$ cat src/rtl/mod_cnt_pkg.sv
// Shared helpers for the programmable modulo counter: modulus range check and clamp.
// Modulus buses are one bit wider than the count so that M = 2^WIDTH fits without overflow.
package mod_cnt_pkg;

  function automatic int mod_w(input int width);
    return width + 1;
  endfunction

  function automatic bit mod_ok(input int m, input int width);
    return (m >= 2) && (m <= (1 << width));
  endfunction

  function automatic int clamp(input int v, input int m);
    return (v < m) ? v : (m - 1);
  endfunction

endpackage

$ cat src/rtl/mod_cnt_next.sv
// Next-count, wrap-detect and modulus-select logic for mod_n_counter_prog.
// Latency: purely combinational; no backpressure.
module mod_cnt_next
  import mod_cnt_pkg::*;
#(
  parameter int WIDTH = 4
) (
  input  logic [WIDTH-1:0] count,
  input  logic [WIDTH:0]   mod_cur,
  input  logic [WIDTH:0]   mod_cand,
  input  logic             cand_vld,
  input  logic             up_dn,
  input  logic             en,
  input  logic             clr,
  input  logic             load,
  input  logic [WIDTH-1:0] load_val,
  output logic [WIDTH-1:0] count_next,
  output logic [WIDTH:0]   mod_next,
  output logic             wrap_next,
  output logic             apply
);

  localparam int MOD_W = mod_w(WIDTH);

  logic [MOD_W-1:0] cnt_ext;
  logic [MOD_W-1:0] last;
  logic             adv;

  always_comb begin
    cnt_ext    = {1'b0, count};
    last       = mod_cur - MOD_W'(1);
    adv        = en & ~clr & ~load;
    // Up-wrap is judged against the modulus in effect before this edge.
    wrap_next  = adv & (up_dn ? (cnt_ext == last) : (count == '0));
    apply      = clr | load | wrap_next;
    mod_next   = (apply & cand_vld) ? mod_cand : mod_cur;
    count_next = count;
    if (clr) begin
      count_next = '0;
    end else if (load) begin
      count_next = WIDTH'(clamp(int'(load_val), int'(mod_next)));
    end else if (en) begin
      if (up_dn) begin
        count_next = wrap_next ? '0 : count + WIDTH'(1);
      end else begin
        count_next = wrap_next ? WIDTH'(mod_next - MOD_W'(1)) : count - WIDTH'(1);
      end
    end
  end

endmodule

$ cat src/rtl/mod_n_counter_prog.sv
// Runtime-programmable modulo-M up/down counter with deferred modulus update.
// Latency: count/mod_active/wrap/mod_err registered (1 cycle), tc combinational; no backpressure.
module mod_n_counter_prog
  import mod_cnt_pkg::*;
#(
  parameter int WIDTH       = 4,
  parameter int MOD_DEFAULT = 10
) (
  input  logic             clk,
  input  logic             rst,
  input  logic             en,
  input  logic             up_dn,
  input  logic             clr,
  input  logic             load,
  input  logic [WIDTH-1:0] load_val,
  input  logic             mod_wr,
  input  logic [WIDTH:0]   mod_val,
  output logic [WIDTH-1:0] count,
  output logic [WIDTH:0]   mod_active,
  output logic             tc,
  output logic             wrap,
  output logic             mod_err
);

  localparam int MOD_W = mod_w(WIDTH);

  logic [WIDTH-1:0] count_q, count_d;
  logic [MOD_W-1:0] mod_active_q, mod_active_d;
  logic [MOD_W-1:0] pend_q, pend_d;
  logic             pend_vld_q, pend_vld_d;
  logic             wrap_q, wrap_d;
  logic             mod_err_q, mod_err_d;

  logic             wr_ok;
  logic [MOD_W-1:0] mod_cand;
  logic             cand_vld;
  logic             apply;

  // A valid write in the apply cycle bypasses the pending register.
  always_comb begin
    wr_ok    = mod_wr & mod_ok(int'(mod_val), WIDTH);
    mod_cand = wr_ok ? mod_val : pend_q;
    cand_vld = wr_ok | pend_vld_q;
  end

  mod_cnt_next #(
    .WIDTH(WIDTH)
  ) u_next (
    .count     (count_q),
    .mod_cur   (mod_active_q),
    .mod_cand  (mod_cand),
    .cand_vld  (cand_vld),
    .up_dn     (up_dn),
    .en        (en),
    .clr       (clr),
    .load      (load),
    .load_val  (load_val),
    .count_next(count_d),
    .mod_next  (mod_active_d),
    .wrap_next (wrap_d),
    .apply     (apply)
  );

  always_comb begin
    pend_d     = pend_q;
    pend_vld_d = pend_vld_q;
    mod_err_d  = mod_wr & ~wr_ok;
    if (apply) begin
      pend_vld_d = 1'b0;
    end else if (wr_ok) begin
      pend_d     = mod_val;
      pend_vld_d = 1'b1;
    end
  end

  always_ff @(posedge clk or negedge rst) begin
    if (!rst) begin
      count_q      <= '0;
      mod_active_q <= MOD_W'(MOD_DEFAULT);
      pend_q       <= '0;
      pend_vld_q   <= 1'b0;
      wrap_q       <= 1'b0;
      mod_err_q    <= 1'b0;
    end else begin
      count_q      <= count_d;
      mod_active_q <= mod_active_d;
      pend_q       <= pend_d;
      pend_vld_q   <= pend_vld_d;
      wrap_q       <= wrap_d;
      mod_err_q    <= mod_err_d;
    end
  end

  always_comb begin
    count      = count_q;
    mod_active = mod_active_q;
    wrap       = wrap_q;
    mod_err    = mod_err_q;
    tc         = en & (up_dn ? ({1'b0, count_q} == (mod_active_q - MOD_W'(1)))
                             : (count_q == '0));
  end

endmodule

$ cat config.mk
export PLATFORM = sky130hd
export DESIGN_NAME = mod_n_counter_prog
export DESIGN_NICKNAME = d
export VERILOG_FILES = /design/src/rtl/mod_cnt_pkg.sv /design/src/rtl/mod_cnt_next.sv /design/src/rtl/mod_n_counter_prog.sv
export SDC_FILE = /design/constraint.sdc
export NUM_CORES = 1
export LEC_CHECK = 0
export BUFFER_PORTS_ARGS = -buffer_cell sky130_fd_sc_hd__buf_2
export CAP_MARGIN = 5
export CORE_MARGIN = 4
export CORE_UTILIZATION = 55
export CTS_CLUSTER_SIZE = 14
export DETAILED_ROUTE_END_ITERATION = 7
export PLACE_DENSITY_LB_ADDON = 0.2
export SLEW_MARGIN = 5
export SYNTH_ARGS = -nofsm -noshare
export SYNTH_HDL_FRONTEND = slang
export SYNTH_HIERARCHICAL = 1
export SYNTH_SLANG_ARGS = --single-unit
$ cat constraint.sdc
create_clock -name clk -period 4.28 [get_ports clk]
set_input_delay 0.856 -clock clk [delete_from_list [all_inputs] [get_ports clk]]
set_output_delay 0.856 -clock clk [all_outputs]
set_load 0.005 [all_outputs]
==> metrics.csv, run 1 <==
stage;metric;value;unit
cts;cts_max_level;1;
yosys;ys.flop_type;dfrtp_1;
cts;clock_latency;290;ps
power_and_ir_drop;comb_power_share;60.8;%
placed_design;place_hpwl;3.37;mm
route;via_per_inst;5.89;
worst_setup_path;critPathMaxStageDelay;650;ps
worst_setup_path;r2r_slack;380;ps
sta;setup_viol;0;
cts;cts_resized;0;
sta;slew_viol_final;0;
yosys;async_reset_ff_share;100;%
status;status;completed;
floorplan;dieArea;0.00416;mm²
worst_setup_path;crit_fanout;12;
worst_setup_path;arrival;4120;ps
cts;numCtsBuffers;3;
yosys;synth-edff-count;0;
yosys;syn_area;0.00176;mm²
cts;path_clk_slew;100;ps
yosys;ys_types;61;
floorplan;ios;28;
cts;cts-hold-fix-buffers;0;
floorplan;start_util;57.6;%
sta;clock_skew;6.56;ps
power_and_ir_drop;ir_drop;208;µV
placed_design;portBuffers;27;
sta;hold_slack;466;ps
final_layout;finalNetCount;246;
yosys;syn-instance-count;194;
yosys;ys_seq_area_share;24.3;%
route;vias;1572;
final_layout;nFillCells;269;
sta;hold_viol;0;
global_routing;grt_pass1_wl;7.29;mm
power_and_ir_drop;power.share.clock;9.7;%
placed_design;gp_congestion;0.912;
power_and_ir_drop;p_sw_share;44.6;%
worst_setup_path;r2r_start;mod_active[1];
final_layout;layout_common_cells;buf_2, inv_1, dfrtp_1;
final_layout;final_common_cell;buf_2;
route;drt-total-wl;4.34;mm
sta;max_slew_margin;60.5;%
route;drc_errors;0;
global_routing;antenna_found_initial;0;
worst_setup_path;slowest_stage;dfstp_2;
yosys;ys_seq_elements;17;
job;maxCapViolCount;0;
route;drtIter0Drc;80;
worst_setup_path;cp_top_family;simple AND/OR/NAND/NOR gates;
cts;clockBufferDepth;2;
worst_setup_path;path_class;reg2reg;
cts;clock-sinks;17;
sta;grt_setup_unrepaired;false;
power_and_ir_drop;seqPwrFrac;29.5;%
route;antenna_left;0;
worst_setup_path;crit_buf_inv;2;
power_and_ir_drop;powerDensity;458;mW/mm²
route;post_drt_wl_per_cell;16.3;µm
sta;clock.fmax;256;MHz
worst_setup_path;path_cells;inv_1 -> ha_1 -> xor2_1 -> nand4_1 -> nor4_4 -> a31o_4 -> mux2_2 -> inv_1 -> ha_1 -> nor2_1 -> or4b_1 -> mux2_2 -> a21oi_1;
floorplan;rows;20;
sta;fin_setup_tns;0;ps
power_and_ir_drop;power.switching;0.398;mW
final_layout;final_util;63.9;%
sta;min_period;3900;ps
worst_setup_path;r2r-end;count[1];
floorplan;core-area;0.00305;mm²
floorplan;die_width;64.5;µm
worst_setup_path;cp-start-kind;register;
worst_setup_path;cp-end-kind;register;
sta;post-route-period-util;91.2;%
yosys;avgSynthCellArea;9.06;µm²
final_layout;synthToLayoutAreaGrowth;11.0;%
cts;cts_setup_buffers;0;
sta;worst_slew_pin_slew;588;ps
cts;cts-root-buf;clkbuf_4;
global_routing;grt_pass1_vias;1507;
final_layout;drive_above_1_share;25.6;%
yosys;ys_warn_count;6;
power_and_ir_drop;p_leak;0.866;nW
cts;cts_tree;built;
yosys;synth_fp_nets;216;
min_path;hold_class;in2async;
global_routing;gr-usage-all-layers;22.2;%
power_and_ir_drop;p_int;0.496;mW
route;first_pass_iters;4;
global_routing;grt_max_degree;18;
final_layout;antenna_cells;0;
worst_setup_path;reg2reg_depth;13;
global_routing;overflow;0;
floorplan;fp.dieH;64.5;µm
worst_setup_path;required;4500;ps
==> through the flow <==
step                instance area [µm²]  setup WS, ps  power [mW]  cells
floorplan                          1760           394       0.672    194
global route                       1950           135       0.969    267
CTS                                1950           419       0.891    267
global placement                   1920           346       0.787    263
finish                             1950           379       0.894    267
detailed placement                 1920           160       0.803    263
==> power groups by stage <==
stage / combinational, mW / sequential, mW / clock (mW)
finish: 0.544 / 0.264 / 0.0866
CTS: 0.540 / 0.264 / 0.0878
global route: 0.601 / 0.270 / 0.0969
floorplan: 0.414 / 0.258 / 0
global placement: 0.523 / 0.264 / 0
detailed placement: 0.536 / 0.266 / 0
==> per-layer routing <==
metal	vias to the layer above	share of wire, %	GRT usage [%]
met2	42	48	36.1
met3	6	6.2	4.85
met1	750	44	30.1
met5	-	0	0
li1	774	-	-
met4	0	1.1	5.28
==> flip-flops by register name, indices dropped and copies added, names as in the netlist <==
signal	cells
count	4
pend_q	5
mod_active	5
pend_vld_q	1
mod_err	1
wrap	1
==> kinds of logic (layout without fill, tap and decap cells) <==
family,Yosys count,in the layout,share of synthesized area [%]
AO/OA/AOI/OAI,43,43,20.2
XOR/XNOR,18,18,8.97
adder cells (fa/ha/maj),6,6,4.27
buffers and inverters,22,51,6.69
flip-flops,17,17,24.3
multiplexers,19,19,12.5
AND/OR/NAND/NOR,69,69,23.1
==> synth_stat cells, types with 2 or more instances <==
| master | number | area, µm² |
|---|---|---|
| mux2i_1 | 8 | 80.1 |
| a22oi_1 | 2 | 15.0 |
| mux2_1 | 3 | 33.8 |
| nand2_1 | 14 | 52.6 |
| nand3_1 | 4 | 20.0 |
| xor2_1 | 7 | 61.3 |
| a21o_1 | 2 | 15.0 |
| nor3_1 | 5 | 25.0 |
| o211ai_1 | 2 | 15.0 |
| dfstp_2 | 2 | 52.6 |
| xnor2_1 | 11 | 96.3 |
| inv_1 | 15 | 56.3 |
| nor2b_1 | 5 | 31.3 |
| o31ai_1 | 2 | 15.0 |
| a22o_1 | 2 | 17.5 |
| ha_1 | 6 | 75.1 |
| clkbuf_1 | 3 | 11.3 |
| mux2_4 | 4 | 60.1 |
| buf_6 | 2 | 22.5 |
| nand3b_1 | 3 | 22.5 |
| dfrtp_1 | 15 | 375 |
| nand2b_1 | 8 | 50.1 |
| nand4_1 | 3 | 18.8 |
| a311oi_1 | 3 | 26.3 |
| mux2_2 | 4 | 45.0 |
| nor2_1 | 13 | 48.8 |
| a21boi_0 | 2 | 15.0 |
| o21ai_0 | 5 | 25.0 |
| a21oi_1 | 6 | 30.0 |
| o221ai_1 | 2 | 17.5 |
==> worst max path at each step <==
| stage | startpoint | to | depth (start not counted) |
|---|---|---|---|
| final | mod_active[1] | count[1] | 13 |
| after global routing | mod_val[2] | count[1] | 14 |
| after floorplan | mod_val[2] | count[2] | 15 |
| after detailed placement | mod_val[2] | count[1] | 14 |
| after global placement | mod_val[2] | count[2] | 14 |
| after CTS | mod_active[1] | count[1] | 13 |
==> area by class of cell <==
type                    count  area [µm²]  share of cell area, %
multi-input cells         155        1210                   62.2
clock buffers               4        26.3                   1.35
flip-flops and latches     17         428                   21.9
repair buffers             32         173                   8.85
inverters                  15        56.3                   2.89
well taps                  44        55.1                   2.82
Power figures use the tool's default switching activity.
==> run 2, diff against run 1 <==
CELL_PAD_IN_SITES_DETAIL_PLACEMENT = 0   (was not set)
CELL_PAD_IN_SITES_GLOBAL_PLACEMENT = 1   (was not set)
CORE_UTILIZATION = 43   (was 55)
==> metrics.csv, run 2 (synthesis gave the netlist of run 1 again) <==
stage;metric;value;unit
status;status;completed;
worst_setup_path;r2r_start;mod_active[1];
floorplan;rows;22;
final_layout;layout_common_cells;buf_2, inv_1, dfrtp_1;
sta;slew_viol_final;0;
sta;clock.fmax;254;MHz
final_layout;synthToLayoutAreaGrowth;12.4;%
global_routing;grt_max_degree;18;
power_and_ir_drop;power.switching;0.405;mW
sta;worst_slew_pin_slew;578;ps
cts;clock_latency;250;ps
worst_setup_path;critPathMaxStageDelay;430;ps
worst_setup_path;cp-end-kind;register;
sta;clock_skew;1.18;ps
placed_design;gp_congestion;0.873;
global_routing;gr-usage-all-layers;17.4;%
power_and_ir_drop;power.total;0.931;mW
worst_setup_path;path_cells;buf_2 -> nor4_2 -> mux2i_1 -> nand2b_1 -> nand2_1 -> nor2b_1 -> a31o_4 -> mux2_2 -> inv_1 -> ha_1 -> a311oi_1 -> o41ai_4 -> and2_2 -> o311a_1;
power_and_ir_drop;ir_drop;298;µV
worst_setup_path;slowest_stage;a311oi_1;
cts;path_clk_slew;70;ps
worst_setup_path;cp-start-kind;primary input;
cts;cts_setup_buffers;0;
sta;max_slew_margin;61.2;%
global_routing;grt_pass1_wl;7.32;mm
placed_design;portBuffers;27;
sta;fin_setup_tns;0;ps
cts;cts_max_level;1;
final_layout;final_common_cell;buf_2;
worst_setup_path;r2r_slack;460;ps
worst_setup_path;path_class;in2reg;
cts;cts_tree;built;
cts;cts-hold-fix-buffers;0;
route;vias;1548;
route;first_pass_iters;4;
floorplan;core-area;0.00380;mm²
worst_setup_path;crit_fanout;12;
worst_setup_path;required;4420;ps
min_path;hold_path_end;pend_q[1];
power_and_ir_drop;powerDensity;471;mW/mm²
route;antenna_left;0;
min_path;hold_path_depth;1;
floorplan;dieArea;0.00518;mm²
worst_setup_path;reg2reg_depth;13;
worst_setup_path;arrival;4070;ps
sta;setup_viol;0;
worst_setup_path;r2r-end;count[2];
worst_setup_path;crit_buf_inv;2;
power_and_ir_drop;p_sw_share;43.5;%
sta;post-route-period-util;91.8;%
cts;clockBufferDepth;2;
cts;cts-root-buf;clkbuf_8;
final_layout;drive_above_1_share;26.0;%
placed_design;place_hpwl;3.36;mm
global_routing;antenna_found_initial;0;
power_and_ir_drop;seqPwrFrac;28.5;%
route;via_per_inst;5.71;
power_and_ir_drop;p_int;0.526;mW
min_path;hold_class;reg2reg;
min_path;min_from;pend_q[1];
route;post_drt_wl_per_cell;15.7;µm
route;drc_errors;0;
floorplan;fp.dieH;71.9;µm
job;maxCapViolCount;0;
cts;cts_resized;0;
cts;clock-sinks;17;
sta;hold_viol;0;
final_layout;antenna_cells;0;
final_layout;finalNetCount;246;
floorplan;ios;28;
floorplan;die_width;71.9;µm
sta;min_period;3930;ps
route;drt-total-wl;4.24;mm
power_and_ir_drop;comb_power_share;58.6;%
power_and_ir_drop;p_leak;0.876;nW
power_and_ir_drop;power.share.clock;12.9;%
floorplan;start_util;46.3;%
worst_setup_path;cp_top_family;simple AND/OR/NAND/NOR gates;
cts;numCtsBuffers;3;
route;drtIter0Drc;96;
sta;grt_setup_unrepaired;false;
global_routing;overflow;0;
global_routing;grt_pass1_vias;1497;
sta;hold_slack;491;ps
## run 2: cell types whose count changed in the layout (fill, tap and decap cells not counted)
cell	delta
clkbuf_1	-1
clkbuf_4	-3
clkbuf_8	+3
clkinv_2	+1
## run 2: power groups by stage
stage	Clock (mW)	Combinational [mW]	Sequential, mW
after floorplan	0	0.414	0.258
after global placement	0	0.534	0.267
after detailed placement	0	0.542	0.268
after CTS	0.124	0.546	0.265
after global routing	0.131	0.607	0.275
final	0.120	0.546	0.265
## run 2: how the worst max path moves through the flow
stage / from / endpoint / slack [ps] / cells after the start
floorplan: mod_val[2] / count[2] / 390 / 15
global placement: mod_val[2] / count[2] / 340 / 14
detailed placement: mod_val[2] / count[2] / 130 / 14
CTS: mod_val[2] / count[2] / 340 / 14
global route: mod_val[2] / count[2] / 170 / 14
finish: mod_val[2] / count[2] / 350 / 14
## run 2: per-layer routing
metal  share of wire (%)  global-route usage (%)  vias up
met5                   0                       0        -
met4                0.64                    3.13        0
met3                 4.9                    2.22        4
met2                  44                    26.6       37
met1                  51                    26.2      744
li1                    -                       -      763
## run 2: metrics by stage
step	setup WS (ps)	instance area, µm²	util, %	std cells
after floorplan	394	1760	-	194
after global placement	343	1930	50.8	267
after detailed placement	132	1930	50.8	267
after CTS	339	1980	52.0	271
after global routing	174	1980	52.0	271
final	350	1980	52.0	271
## run 2: cell type report
class	instances	area (µm²)
Timing Repair Buffer	32	173
Clock buffer	3	41.3
Inverter	15	56.3
Sequential cell	17	428
Multi-Input combinational cell	155	1210
Clock inverter	1	5.00
Tap cell	48	60.1
Fill cell	364	1820
## run 2: worst register-to-register path, stage by stage, from the launching register on
cell and delay, ps:
dfstp_2 630, inv_1 120, ha_1 300, xor2_1 160, nand4_1 160, nor4_4 410, a31o_4 320, mux2_2 210
inv_1 50, ha_1 190, a311oi_1 430, o41ai_4 220, and2_2 240, o311a_1 280
